`config.mk`:
```
export PLATFORM = sky130hd
export DESIGN_NAME = timer_ctrl_flat
export DESIGN_NICKNAME = d
export VERILOG_FILES = /design/src/rtl/timer_ctrl_pkg.sv /design/src/rtl/timer_ctrl_if.sv /design/src/rtl/timer_ctrl_tick_gen.sv /design/src/rtl/timer_ctrl.sv /design/src/flat_wrapper.sv
export SDC_FILE = /design/constraint.sdc
export NUM_CORES = 1
export LEC_CHECK = 0
export CORE_MARGIN = 5
export CORE_UTILIZATION = 45
export CTS_CLUSTER_DIAMETER = 150
export DETAILED_ROUTE_END_ITERATION = 6
export PLACE_DENSITY = 0.68
export SYNTH_ARGS = -nofsm -noshare
export SYNTH_HDL_FRONTEND = slang
export SYNTH_SLANG_ARGS = --single-unit
export TNS_END_PERCENT = 100
```
`constraint.sdc`:
```
create_clock -name clk -period 3 [get_ports clk]
set_input_delay 0.75 -clock clk [delete_from_list [all_inputs] [get_ports clk]]
set_output_delay 0.75 -clock clk [all_outputs]
set_load 0.02 [all_outputs]
```
`src/rtl/timer_ctrl_pkg.sv`:
```
// Shared types and constants for the microwave countdown sequencer.
// Imported by the control FSM, its prescaler and the bus interface.
package timer_ctrl_pkg;

  localparam int unsigned BCD_W        = 4;
  localparam int unsigned ENTRY_W      = 4 * BCD_W;
  localparam logic [ENTRY_W-1:0] QUICK_START = 16'h0030;
  localparam logic [BCD_W-1:0]   MAX_SEC_TENS = 4'd5;

  typedef enum logic [2:0] {
    IDLE    = 3'd0,
    ENTRY   = 3'd1,
    LOAD    = 3'd2,
    RUNNING = 3'd3,
    PAUSED  = 3'd4,
    DONE    = 3'd5
  } state_e;

  // Keypad codes above 9 are not digits and must be dropped.
  function automatic logic digit_ok(input logic [BCD_W-1:0] d);
    return d <= 4'd9;
  endfunction

endpackage

```
`src/rtl/timer_ctrl_if.sv`:
```
// Keypad/control inputs and counter-chain outputs of the countdown sequencer.
interface timer_ctrl_if;
  import timer_ctrl_pkg::*;

  logic               key_valid;
  logic [BCD_W-1:0]   key_digit;
  logic               start;
  logic               stop;
  logic               door_open;
  logic               cnt_zero;
  logic               loadn;
  logic [ENTRY_W-1:0] load_data;
  logic               cnt_en;
  logic               mag_on;
  logic               done;
  logic               err;

  modport master (
    output key_valid, key_digit, start, stop, door_open, cnt_zero,
    input  loadn, load_data, cnt_en, mag_on, done, err
  );

  modport slave (
    input  key_valid, key_digit, start, stop, door_open, cnt_zero,
    output loadn, load_data, cnt_en, mag_on, done, err
  );

endinterface

```
`src/rtl/timer_ctrl_tick_gen.sv`:
```
// Prescaler counting 0..TICK_DIV-1; tick_o marks the last count of each period.
module timer_ctrl_tick_gen #(
  parameter int unsigned TICK_DIV = 100_000_000
) (
  input  logic clk,
  input  logic clrn,
  input  logic clr_i,
  input  logic en_i,
  output logic tick_o
);

  localparam int unsigned     CNT_W = $clog2(TICK_DIV);
  localparam logic [CNT_W-1:0] LAST = CNT_W'(TICK_DIV - 1);

  logic [CNT_W-1:0] count_q;

  // NOTE: sequential state is written with <= only so every flop samples pre-edge values.
  always_ff @(posedge clk or negedge clrn) begin
    if (!clrn) begin
      count_q <= '0;
    end else if (clr_i) begin
      count_q <= '0;
    end else if (en_i) begin
      count_q <= (count_q == LAST) ? '0 : count_q + CNT_W'(1);
    end
  end

  assign tick_o = en_i && !clr_i && (count_q == LAST);

endmodule

```
`src/rtl/timer_ctrl.sv`:
```
// Microwave MM:SS sequencer: keypad entry, chain load, 1 Hz count enable,
// pause on door/stop and timed completion indicator. All outputs registered.
module timer_ctrl
  import timer_ctrl_pkg::*;
#(
  parameter int unsigned TICK_DIV   = 100_000_000,
  parameter int unsigned DONE_TICKS = 3
) (
  input  logic         clk,
  input  logic         clrn,
  timer_ctrl_if.slave  bus
);

  localparam int unsigned      DC_W      = (DONE_TICKS > 1) ? $clog2(DONE_TICKS) : 1;
  localparam logic [DC_W-1:0]  DONE_LAST = DC_W'(DONE_TICKS - 1);

  state_e             state_q;
  logic [ENTRY_W-1:0] entry_q;
  logic [ENTRY_W-1:0] load_data_q;
  logic [DC_W-1:0]    done_cnt_q;
  logic               loadn_q, cnt_en_q, mag_on_q, done_q, err_q;

  logic presc_en, tick, key_ok, start_bad;

  // Prescaler only runs while counting or timing out DONE, so it restarts at 0 on each RUNNING entry.
  assign presc_en  = (state_q == RUNNING) || (state_q == DONE);
  assign key_ok    = bus.key_valid && digit_ok(bus.key_digit);
  assign start_bad = (entry_q == '0) || (entry_q[7:4] > MAX_SEC_TENS);

  timer_ctrl_tick_gen #(.TICK_DIV(TICK_DIV)) u_tick_gen (
    .clk    (clk),
    .clrn   (clrn),
    .clr_i  (!presc_en),
    .en_i   (presc_en),
    .tick_o (tick)
  );

  // NOTE: the entry register is a plain register, not a memory, so it takes the async reset too.
  always_ff @(posedge clk or negedge clrn) begin
    if (!clrn) begin
      state_q     <= IDLE;
      entry_q     <= '0;
      load_data_q <= '0;
      done_cnt_q  <= '0;
      loadn_q     <= 1'b1;
      cnt_en_q    <= 1'b0;
      mag_on_q    <= 1'b0;
      done_q      <= 1'b0;
      err_q       <= 1'b0;
    end else begin
      // NOTE: strobes default to idle each cycle so no branch can leave them stuck.
      loadn_q  <= 1'b1;
      cnt_en_q <= 1'b0;
      err_q    <= 1'b0;
      unique case (state_q)
        IDLE: begin
          if (bus.stop) begin
            entry_q <= '0;
          end else if (bus.start) begin
            if (!bus.door_open) begin
              entry_q     <= QUICK_START;
              load_data_q <= QUICK_START;
              loadn_q     <= 1'b0;
              state_q     <= LOAD;
            end
          end else if (key_ok) begin
            entry_q <= {12'h000, bus.key_digit};
            state_q <= ENTRY;
          end
        end
        ENTRY: begin
          if (bus.stop) begin
            entry_q <= '0;
            state_q <= IDLE;
          end else if (bus.start) begin
            if (!bus.door_open) begin
              if (start_bad) begin
                err_q <= 1'b1;
              end else begin
                load_data_q <= entry_q;
                loadn_q     <= 1'b0;
                state_q     <= LOAD;
              end
            end
          end else if (key_ok) begin
            entry_q <= {entry_q[11:0], bus.key_digit};
          end
        end
        LOAD: begin
          mag_on_q <= 1'b1;
          state_q  <= RUNNING;
        end
        RUNNING: begin
          if (bus.stop || bus.door_open) begin
            mag_on_q <= 1'b0;
            state_q  <= PAUSED;
          end else if (bus.cnt_zero) begin
            mag_on_q   <= 1'b0;
            done_q     <= 1'b1;
            done_cnt_q <= '0;
            state_q    <= DONE;
          end else if (tick) begin
            cnt_en_q <= 1'b1;
          end
        end
        PAUSED: begin
          if (bus.stop) begin
            entry_q <= '0;
            state_q <= IDLE;
          end else if (bus.start && !bus.door_open) begin
            mag_on_q <= 1'b1;
            state_q  <= RUNNING;
          end
        end
        DONE: begin
          if (bus.stop || bus.door_open || bus.start || bus.key_valid) begin
            done_q  <= 1'b0;
            state_q <= IDLE;
          end else if (tick) begin
            if (done_cnt_q == DONE_LAST) begin
              done_q  <= 1'b0;
              state_q <= IDLE;
            end else begin
              done_cnt_q <= done_cnt_q + DC_W'(1);
            end
          end
        end
        default: state_q <= IDLE;
      endcase
    end
  end

  assign bus.loadn     = loadn_q;
  assign bus.load_data = load_data_q;
  assign bus.cnt_en    = cnt_en_q;
  assign bus.mag_on    = mag_on_q;
  assign bus.done      = done_q;
  assign bus.err       = err_q;

endmodule

```
`src/flat_wrapper.sv`:
```
// flat-port wrapper written by rule: the top's interface ports become plain ports
module timer_ctrl_flat import timer_ctrl_pkg::*;
#(
  parameter int unsigned TICK_DIV   = 100_000_000,
  parameter int unsigned DONE_TICKS = 3
)
  (clk, clrn, bus_key_valid, bus_key_digit, bus_start, bus_stop, bus_door_open, bus_cnt_zero, bus_loadn, bus_load_data, bus_cnt_en, bus_mag_on, bus_done, bus_err);
  timer_ctrl_if bus_i ();
  input  logic clk;
  input  logic clrn;
  input wire logic [$bits(bus_i.key_valid)-1:0] bus_key_valid;
  input wire logic [$bits(bus_i.key_digit)-1:0] bus_key_digit;
  input wire logic [$bits(bus_i.start)-1:0] bus_start;
  input wire logic [$bits(bus_i.stop)-1:0] bus_stop;
  input wire logic [$bits(bus_i.door_open)-1:0] bus_door_open;
  input wire logic [$bits(bus_i.cnt_zero)-1:0] bus_cnt_zero;
  output wire logic [$bits(bus_i.loadn)-1:0] bus_loadn;
  output wire logic [$bits(bus_i.load_data)-1:0] bus_load_data;
  output wire logic [$bits(bus_i.cnt_en)-1:0] bus_cnt_en;
  output wire logic [$bits(bus_i.mag_on)-1:0] bus_mag_on;
  output wire logic [$bits(bus_i.done)-1:0] bus_done;
  output wire logic [$bits(bus_i.err)-1:0] bus_err;
  assign bus_i.key_valid = bus_key_valid;
  assign bus_i.key_digit = bus_key_digit;
  assign bus_i.start = bus_start;
  assign bus_i.stop = bus_stop;
  assign bus_i.door_open = bus_door_open;
  assign bus_i.cnt_zero = bus_cnt_zero;
  assign bus_loadn = bus_i.loadn;
  assign bus_load_data = bus_i.load_data;
  assign bus_cnt_en = bus_i.cnt_en;
  assign bus_mag_on = bus_i.mag_on;
  assign bus_done = bus_i.done;
  assign bus_err = bus_i.err;
  timer_ctrl #(.TICK_DIV(TICK_DIV), .DONE_TICKS(DONE_TICKS)) u_core (.clk(clk), .clrn(clrn), .bus(bus_i));
endmodule
```
==> results by group, run 1 <==
Setup path
  • Capturing element type of the critical path: register
  • Internal reg-to-reg setup slack: 0.92 ns
  • Crit. path cell count: 6
  • Largest driver fanout on the critical path: 12
  • Crit Path Category: primary input to register
  • Largest delay contributor family on the critical path: simple AND/OR/NAND/NOR gates
  • Reg2reg path depth: 5
  • Worst endpoint data arrival time: 2.59 ns
  • Critical path buffer and inverter count: 1
  • Critical path's slowest cell: sky130_fd_sc_hd__clkdlybuf4s50_1
  • Cell chain of the critical path: clkdlybuf4s50_1 > or2_4 > or4_4 > o21ai_2 > a211o_2 > mux2i_1
  • Crit Reg-Reg Endpoint: u_core.state_q[0]
  • Crit-path max cell delay: 0.60 ns
  • Worst reg2reg startpoint: u_core.state_q[2]
  • CP required: 3.26 ns
  • Type of element launching the critical path: primary input

Clocking
  • Number of gates resized after cts: 0
  • Buffer type at the clock tree root: sky130_fd_sc_hd__clkbuf_8
  • Post-CTS Setup Bufs: 0
  • Max clock buf depth: 2
  • Clock tree from TritonCTS: yes
  • Clock Pin Slew Worst Setup and Hold Paths: 0.08 ns
  • TritonCTS Buffers: 9
  • H-tree lvl count: 3
  • Number of buffers added to fix hold violations after cts: 0
  • Clock latency at the later pin of the worst-skew pair: 0.34 ns
  • Count of clock tree sinks: 69

Floorplanning
  • Die width: 98.3 µm
  • Total core area: 0.00765 mm²
  • Std-Cell Rows: 32
  • Die outline height: 98.3 µm
  • Die area: 0.00967 mm²
  • Initial Util: 0.459
  • I/O Pins: 32

Cells and area
  • Fraction of final layout cells with drive strength greater than 1: 0.113
  • Area growth from synthesis to final layout: 16.5%
  • Final instance count without filler cells: 501
  • Nets: 407
  • Antenna diode count: 0

Timing
  • Highest Clock Rate: 0.428 GHz
  • Total of endpoints with negative setup slack in the final report: 0
  • Post-route setup TNS: 0 ns
  • Crit share post-route: 0.779
  • Relative slew slack: 0.512
  • RSZ-0062 raised after global routing: false
  • Worst setup slack after layout: 0.664 ns
  • Fin. max-slew vios: 0
  • Actual transition at the worst max-transition pin: 0.732 ns
  • Final critical delay including setup and external delays: 2.34 ns
  • Final hold viol count: 0
  • Worst Skew: 0.00950 ns

Global routing
  • First-pass GRT wire length: 12500 µm
  • GRT met1 Usage: 0.232
  • Initial antenna violation count: 0
  • Most Crowded Layer GR: met2
  • Maximum number of pins on one net before global-route repair: 40
  • Vias in the first global route: 2566
  • Routing usage on met3: 0.0314
  • Sum of overflow across all layers after global routing: 0
  • Met2 demand-to-capacity share in global routing: 0.232
  • Global-route total usage across every layer: 0.159

Logic synthesis
  • Post-synth top cells: sky130_fd_sc_hd__dfrtp_1 (68), sky130_fd_sc_hd__nand2_1 (55), sky130_fd_sc_hd__nor2_1 (41)
  • Mean Syn Cell Area: 9.70 µm²
  • Sequential share of the synthesized area: 0.492
  • Fraction of synthesized cell area in xor and xnor cells: 0.0674
  • Post-synthesis mux area share: 0.0463
  • Area fraction of the dominant cell type after synthesis: 0.485
  • Number of warnings issued by yosys: 0
  • Synth async-reset ratio: 1.00
  • Synthesis-stage register bit count: 69
  • Dominant combinational cell family by area after synthesis: simple AND/OR/NAND/NOR gates
  • Cell types occupying the most area after synthesis: sky130_fd_sc_hd__dfrtp_1 (48%), sky130_fd_sc_hd__nand2_1 (5.9%), sky130_fd_sc_hd__nor2_1 (4.4%)
  • Most frequent cell after synthesis: sky130_fd_sc_hd__dfrtp_1
  • Primary FF master, synth: sky130_fd_sc_hd__dfrtp_1
  • Yosys top cell by area: sky130_fd_sc_hd__dfrtp_1
  • Cell count after synthesis: 362
  • Post-synth EDFFs: 0
  • Distinct cell type count after synthesis: 57
  • Summed instance area of the synthesized netlist: 0.00351 mm²
  • Synth Area in Compound Gates: 0.0813
  • Simple-Gate Fraction of Synth Area: 0.253
  • Adder and majority cell fraction of the synthesized area: 0.00713
  • Nets in the synthesized netlist: 375

Detailed routing
  • Violation count after the first detailed-routing iteration: 146
  • Via/cell ratio: 5.14
  • Remaining number of nets flagged by the antenna check after routing: 0
  • Via count of the routed design: 2575
  • Final wirelength: 7090 µm
  • Drt pass-1 iters: 6
  • DR DRC count: 0
  • Wirelength per Cell: 14.1 µm

Power and ir drop
  • P_leak: 0.00166 µW
  • Worst vdd rail ir drop: 472 µV
  • Total power density per cell area: 764 mW/mm²

Place
  • Number of port buffers: 31
  • Post-place setup slack: 0.309 ns
  • Half-perimeter wire length after placement: 4820 µm
  • Instance count after placement with tap cells included: 485
  • Routability Congestion: 0.841

Run
  • Maximum Capacitance Violations: 0

Outcome
  • Result of the run: finished clean

Hold path
  • Worst Hold Class: primary input to async pin
[registers in the layout, summed over array words and instances, names as in the netlist]
name                       flops
u_core.bus.load_data          16
u_core.bus.cnt_en              1
u_core.done_cnt_q              2
u_core.u_tick_gen.count_q     27
u_core.bus.done                1
u_core.state_q                 3
u_core.entry_q                16
u_core.bus.err                 1
u_core.bus.loadn               1
u_core.bus.mag_on              1
[stage by stage]
stage,utilization,hold WS [ns],area [µm²],power (µW)
2_1_floorplan,-,0.450,3510,2020
5_1_grt,0.535,0.514,4090,3340
4_1_cts,0.535,0.486,4090,3150
6_report,0.535,0.459,4090,3120
3_5_place_dp,0.509,0.486,3890,2380
3_3_place_gp,0.509,0.475,3890,2370
[kinds of logic after synthesis]
| kind of cell | Yosys count |
|---|---|
| AO/OA/AOI/OAI | 44 |
| XOR/XNOR | 27 |
| adder cells (fa/ha/maj) | 2 |
| buffers and inverters | 36 |
| flip-flops | 69 |
| multiplexers | 16 |
| AND/OR/NAND/NOR | 168 |
[worst register-to-register path, cell delays in order (launching register included)]
cell and delay [ns]:
sky130_fd_sc_hd__dfrtp_1 0.75, sky130_fd_sc_hd__inv_1 0.22, sky130_fd_sc_hd__a311o_1 0.40, sky130_fd_sc_hd__a221oi_1 0.25
sky130_fd_sc_hd__a211o_2 0.18, sky130_fd_sc_hd__mux2i_1 0.19
[power breakdown]
part,internal (µW),switching [µW],leakage [µW]
clock,403,363,0.0000943
combinational,439,610,0.000633
sequential,1100,212,0.000936
[per-layer routing]
| layer | up-vias | share of wire |
|---|---|---|
| met5 | - | 0 |
| met4 | 0 | 0.014 |
| met3 | 5 | 0.031 |
| met2 | 46 | 0.44 |
| met1 | 1228 | 0.51 |
| li1 | 1296 | - |
[area by class of cell]
class | count | area [µm²]
inverter | 21 | 78.8
multi-input combinational | 257 | 1600
clock buffer | 10 | 138
sequential | 69 | 1730
tap | 102 | 128
clock inverter | 6 | 62.6
fill | 678 | 3560
timing repair buffer | 36 | 355
[cell usage in the layout, fill, tap and decap left out, types with 7 or more instances in the layout]
cell,netlist,final
sky130_fd_sc_hd__a21oi_1,7,7
sky130_fd_sc_hd__clkbuf_8,0,10
sky130_fd_sc_hd__clkdlybuf4s50_1,0,30
sky130_fd_sc_hd__dfrtp_1,68,68
sky130_fd_sc_hd__inv_1,20,20
sky130_fd_sc_hd__mux2i_1,14,14
sky130_fd_sc_hd__nand2_1,55,55
sky130_fd_sc_hd__nand3_1,14,14
sky130_fd_sc_hd__nand4_1,10,10
sky130_fd_sc_hd__nor2_1,41,41
sky130_fd_sc_hd__nor3_1,7,7
sky130_fd_sc_hd__o21ai_0,22,22
sky130_fd_sc_hd__xnor2_1,10,10
sky130_fd_sc_hd__xor2_1,17,17
[worst max-delay path by stage]
stage | end | slack (ns) | startpoint
after floorplan | u_core.state_q[0] | 1.09 | bus_stop
after global placement | u_core.state_q[0] | 0.38 | bus_stop
after detailed placement | u_core.state_q[0] | 0.31 | bus_stop
after CTS | u_core.state_q[0] | 0.68 | bus_stop
after global routing | u_core.state_q[0] | 0.57 | bus_stop
final | u_core.state_q[0] | 0.66 | bus_stop
No activity file was read; power rests on OpenSTA's default activity.
==> run 2: changes to the inputs <==
--- a/config.mk
+++ b/config.mk
@@ -9,7 +9,7 @@
 export CORE_UTILIZATION = 45
 export CTS_CLUSTER_DIAMETER = 150
 export DETAILED_ROUTE_END_ITERATION = 6
-export PLACE_DENSITY = 0.68
+export PLACE_DENSITY = 0.7
 export SYNTH_ARGS = -nofsm -noshare
 export SYNTH_HDL_FRONTEND = slang
 export SYNTH_SLANG_ARGS = --single-unit
==> constraint.sdc (replaced) <==
create_clock -name clk -period 2 [get_ports clk]
set_input_delay 0.5 -clock clk [delete_from_list [all_inputs] [get_ports clk]]
set_output_delay 0.5 -clock clk [all_outputs]
set_load 0.02 [all_outputs]
==> results by group, run 2 (same netlist as run 1, synthesis figures left out) <==
Setup path
  • Largest driver fanout on the critical path: 1
  • Largest delay contributor family on the critical path: buffers and inverters
  • Critical path buffer and inverter count: 1
  • Type of element launching the critical path: register
  • Worst endpoint data arrival time: 1.47 ns
  • CP required: 1.50 ns
  • Critical path's slowest cell: sky130_fd_sc_hd__clkdlybuf4s50_1
  • Crit-path max cell delay: 0.59 ns
  • Cell chain of the critical path: clkdlybuf4s50_1
  • Crit Path Category: register to primary output
  • Capturing element type of the critical path: primary output

Detailed routing
  • Via count of the routed design: 2725
  • DR DRC count: 0
  • Remaining number of nets flagged by the antenna check after routing: 0
  • Via/cell ratio: 5.24
  • Violation count after the first detailed-routing iteration: 156
  • Wirelength per Cell: 13.9 µm
  • Drt pass-1 iters: 6
  • Final wirelength: 7220 µm

Place
  • Number of port buffers: 31
  • Post-place setup slack: -0.309 ns
  • Half-perimeter wire length after placement: 5120 µm
  • Routability Congestion: 0.914
  • Placement-stage cell area: 0.00409 mm²

Global routing
  • First-pass GRT wire length: 12600 µm
  • Maximum number of pins on one net before global-route repair: 70
  • Sum of overflow across all layers after global routing: 0
  • Vias in the first global route: 2650
  • Initial antenna violation count: 0
  • Global-route total usage across every layer: 0.159

Cells and area
  • Most common cell after layout, fill and taps aside: sky130_fd_sc_hd__dfrtp_1
  • Antenna diode count: 0
  • Commonest non-fill, non-tap cells in the layout: sky130_fd_sc_hd__dfrtp_1 (68), sky130_fd_sc_hd__nand2_1 (55), sky130_fd_sc_hd__nor2_1 (41)
  • Fraction of final layout cells with drive strength greater than 1: 0.153
  • Biggest register: u_core.u_tick_gen.count_q
  • Filler instances: 672
  • Area growth from synthesis to final layout: 24.2%
  • Nets: 426
  • Design area: 0.00436 mm²
  • Max reg flops: 27

Timing
  • Worst setup slack after layout: 0.0348 ns
  • Worst Skew: 0.00852 ns
  • Fin. max-slew vios: 0
  • Total of endpoints with negative setup slack in the final report: 0
  • Final hold viol count: 0
  • Final critical delay including setup and external delays: 1.97 ns
  • Actual transition at the worst max-transition pin: 0.468 ns
  • Relative slew slack: 0.685
  • Highest Clock Rate: 0.509 GHz
  • Crit share post-route: 0.983

Floorplanning
  • Die width: 98.3 µm
  • Die outline height: 98.3 µm
  • I/O Pins: 32
  • Std-Cell Rows: 32
  • Total core area: 0.00765 mm²
  • Initial Util: 0.459
  • Die area: 0.00967 mm²

Power and ir drop
  • Power, Total: 5240 µW
  • Worst vdd rail ir drop: 805 µV
  • P_leak: 0.00182 µW
  • Total power density per cell area: 1200 mW/mm²

Clocking
  • TritonCTS Buffers: 9
  • Number of buffers added to fix hold violations after cts: 0
  • Clock Pin Slew Worst Setup and Hold Paths: 0.09 ns
  • Clock latency at the later pin of the worst-skew pair: 0.35 ns
  • Clock tree from TritonCTS: yes
  • Max clock buf depth: 2
  • Post-CTS Setup Bufs: 0
  • H-tree lvl count: 3
  • Buffer type at the clock tree root: sky130_fd_sc_hd__clkbuf_8
  • Count of clock tree sinks: 69

Hold path
  • Worst Hold Class: primary input to async pin

Run
  • Maximum Capacitance Violations: 0

Outcome
  • Result of the run: finished clean
## run 2: area by class of cell
type	count	area, µm²	area share
clock buffer	9	124	0.0284
clock inverter	7	128	0.0293
inverter	21	78.8	0.0181
multi-input combinational	257	1610	0.369
sequential	69	1730	0.396
tap	102	128	0.0293
timing repair buffer	55	563	0.129
## run 2: worst paths after layout
kind / depth (start not counted) / slack, ns / end / start
max: 1 / 0.03 / bus_loadn / u_core.bus.loadn
min: 2 / 0.14 / u_core.bus.cnt_en / clrn
max reg2reg: 5 / 0.07 / u_core.state_q[2] / u_core.u_tick_gen.count_q[10]
min reg2reg: 1 / 0.50 / u_core.done_cnt_q[0] / u_core.done_cnt_q[0]
max in group asynchronous: 2 / 1.53 / u_core.bus.loadn / clrn
min in group clk: 1 / 0.50 / u_core.done_cnt_q[0] / u_core.done_cnt_q[0]
## run 2: per-layer routing
layer	up-vias	share of wire	GRT usage	wire [µm]
met5	-	0	0	0
met3	9	0.046	0.0257	334
met4	0	0.013	0.0693	91
met1	1315	0.47	0.216	3410
met2	62	0.47	0.250	3390
li1	1339	-	-	-
## run 2: timing repair
action	in CTS	in global routing
hold endpoints to repair	0	0
gates resized for setup	0	2
setup endpoints to repair	0	2
## run 2: stage by stage
stage	utilization	TNS, ns	hold slack [ns]	cells
floorplan	-	0	0.204	362
global placement	0.535	-4.37	0.476	504
detailed placement	0.535	-5.97	0.488	504
CTS	0.568	0	0.168	520
global route	0.570	-0.0176	0.166	520
finish	0.570	0	0.143	520
## run 2: report_power, final
group          switching (µW)  internal [µW]
combinational            1050            870
sequential                226           1650
clock                     592            850
total                    1870           3370
==> run 3: changes to the inputs <==
--- a/config.mk
+++ b/config.mk
@@ -10,6 +10,7 @@
 export CTS_CLUSTER_DIAMETER = 150
 export DETAILED_ROUTE_END_ITERATION = 6
 export PLACE_DENSITY = 0.7
+export RECOVER_POWER = 50
 export SYNTH_ARGS = -nofsm -noshare
 export SYNTH_HDL_FRONTEND = slang
 export SYNTH_SLANG_ARGS = --single-unit
==> results by group, run 3 (same netlist as run 1, synthesis figures left out) <==
Timing
  • Final critical delay including setup and external delays: 1.96 ns
  • Relative slew slack: 0.00612
  • Crit share post-route: 0.982
  • Highest Clock Rate: 0.509 GHz
  • Actual transition at the worst max-transition pin: 1.49 ns
  • Fin. max-slew vios: 0
  • Worst Skew: 0.00945 ns
  • Total of endpoints with negative setup slack in the final report: 0
  • Worst setup slack after layout: 0.0360 ns
  • Final hold viol count: 0

Power and ir drop
  • P_leak: 0.00181 µW
  • Worst vdd rail ir drop: 807 µV
  • Total power density per cell area: 1200 mW/mm²

Cells and area
  • Antenna diode count: 0
  • Fraction of final layout cells with drive strength greater than 1: 0.151
  • Design area: 0.00434 mm²
  • Biggest register: u_core.u_tick_gen.count_q
  • Nets: 426
  • Max reg flops: 27
  • Most common cell after layout, fill and taps aside: sky130_fd_sc_hd__dfrtp_1
  • Filler instances: 675
  • Commonest non-fill, non-tap cells in the layout: sky130_fd_sc_hd__dfrtp_1 (68), sky130_fd_sc_hd__nand2_1 (55), sky130_fd_sc_hd__nor2_1 (41)
  • Area growth from synthesis to final layout: 23.7%

Setup path
  • Critical path's slowest cell: sky130_fd_sc_hd__clkdlybuf4s50_1
  • Crit Path Category: register to primary output
  • CP required: 1.50 ns
  • Critical path buffer and inverter count: 1
  • Type of element launching the critical path: register
  • Worst endpoint data arrival time: 1.46 ns
  • Capturing element type of the critical path: primary output
  • Crit-path max cell delay: 0.59 ns
  • Largest delay contributor family on the critical path: buffers and inverters
  • Cell chain of the critical path: clkdlybuf4s50_1
  • Largest driver fanout on the critical path: 1

Detailed routing
  • Violation count after the first detailed-routing iteration: 130
  • Via/cell ratio: 5.30
  • Final wirelength: 7320 µm
  • Remaining number of nets flagged by the antenna check after routing: 0
  • DR DRC count: 0
  • Drt pass-1 iters: 6
  • Via count of the routed design: 2757
  • Wirelength per Cell: 14.1 µm

Floorplanning
  • Initial Util: 0.459
  • Total core area: 0.00765 mm²
  • Die outline height: 98.3 µm
  • Std-Cell Rows: 32
  • Die width: 98.3 µm
  • I/O Pins: 32
  • Die area: 0.00967 mm²

Global routing
  • Routing usage on met3: 0.0257
  • Met2 demand-to-capacity share in global routing: 0.250
  • First-pass GRT wire length: 12600 µm
  • Most Crowded Layer GR: met2
  • Vias in the first global route: 2650
  • Sum of overflow across all layers after global routing: 0
  • GRT met1 Usage: 0.216
  • Maximum number of pins on one net before global-route repair: 70
  • Global-route total usage across every layer: 0.159
  • Initial antenna violation count: 0

Outcome
  • Result of the run: finished clean

Place
  • Half-perimeter wire length after placement: 5120 µm
  • Number of port buffers: 31
  • Routability Congestion: 0.914
  • Placement-stage cell area: 0.00409 mm²
  • Post-place setup slack: -0.309 ns

Clocking
  • Count of clock tree sinks: 69
  • Post-CTS Setup Bufs: 0
  • Clock tree from TritonCTS: yes
  • Number of buffers added to fix hold violations after cts: 0
  • Clock Pin Slew Worst Setup and Hold Paths: 0.09 ns
  • Number of gates resized after cts: 0
  • Clock latency at the later pin of the worst-skew pair: 0.35 ns
  • H-tree lvl count: 3
  • Buffer type at the clock tree root: sky130_fd_sc_hd__clkbuf_8
  • Max clock buf depth: 2
  • TritonCTS Buffers: 9

Hold path
  • Worst Hold Class: register to register

Run
  • Maximum Capacitance Violations: 0
run 3: final timing paths:
kind                                                from                       endpoint  slack (ns)  cells after the start
min in group asynchronous                           clrn           u_core.done_cnt_q[1]        0.60                      2
hold / removal                      u_core.done_cnt_q[0]           u_core.done_cnt_q[0]        0.50                      1
setup / recovery                        u_core.bus.loadn                      bus_loadn        0.04                      1
max in group asynchronous                           clrn  u_core.u_tick_gen.count_q[10]        0.49                      2
setup reg to reg           u_core.u_tick_gen.count_q[10]              u_core.state_q[2]        0.07                      5
hold reg to reg                     u_core.done_cnt_q[0]           u_core.done_cnt_q[0]        0.50                      1
run 3: final cells by class:
cell class / count / area (µm²) / area share
Timing Repair Buffer: 55 / 548 / 0.126
Multi-Input combinational cell: 257 / 1610 / 0.370
Sequential cell: 69 / 1730 / 0.398
Clock inverter: 7 / 128 / 0.0294
Clock buffer: 9 / 124 / 0.0285
Tap cell: 102 / 128 / 0.0294
Inverter: 21 / 78.8 / 0.0182
run 3: metal layers:
layer  vias up  share of wire
met5         -              0
met4         0          0.017
met3        11          0.043
met2        76           0.47
met1      1331           0.47
li1       1339              -
run 3: power breakdown:
group	switching (µW)	total, µW	leakage, µW	internal [µW]
Clock	583	1430	0.000127	850
Sequential	227	1870	0.000936	1650
Combinational	1060	1920	0.000748	867
Total	1870	5230	0.00181	3360
run 3: stage by stage:
stage	total power (µW)	TNS, ns	hold WS, ns	std cells	utilization
2_1_floorplan	3040	0	0.204	362	-
5_1_grt	5550	-0.0176	0.528	520	0.568
3_5_place_dp	3840	-5.97	0.488	504	0.535
6_report	5230	0	0.502	520	0.568
3_3_place_gp	3800	-4.37	0.476	504	0.535
4_1_cts	5280	0	0.168	520	0.568
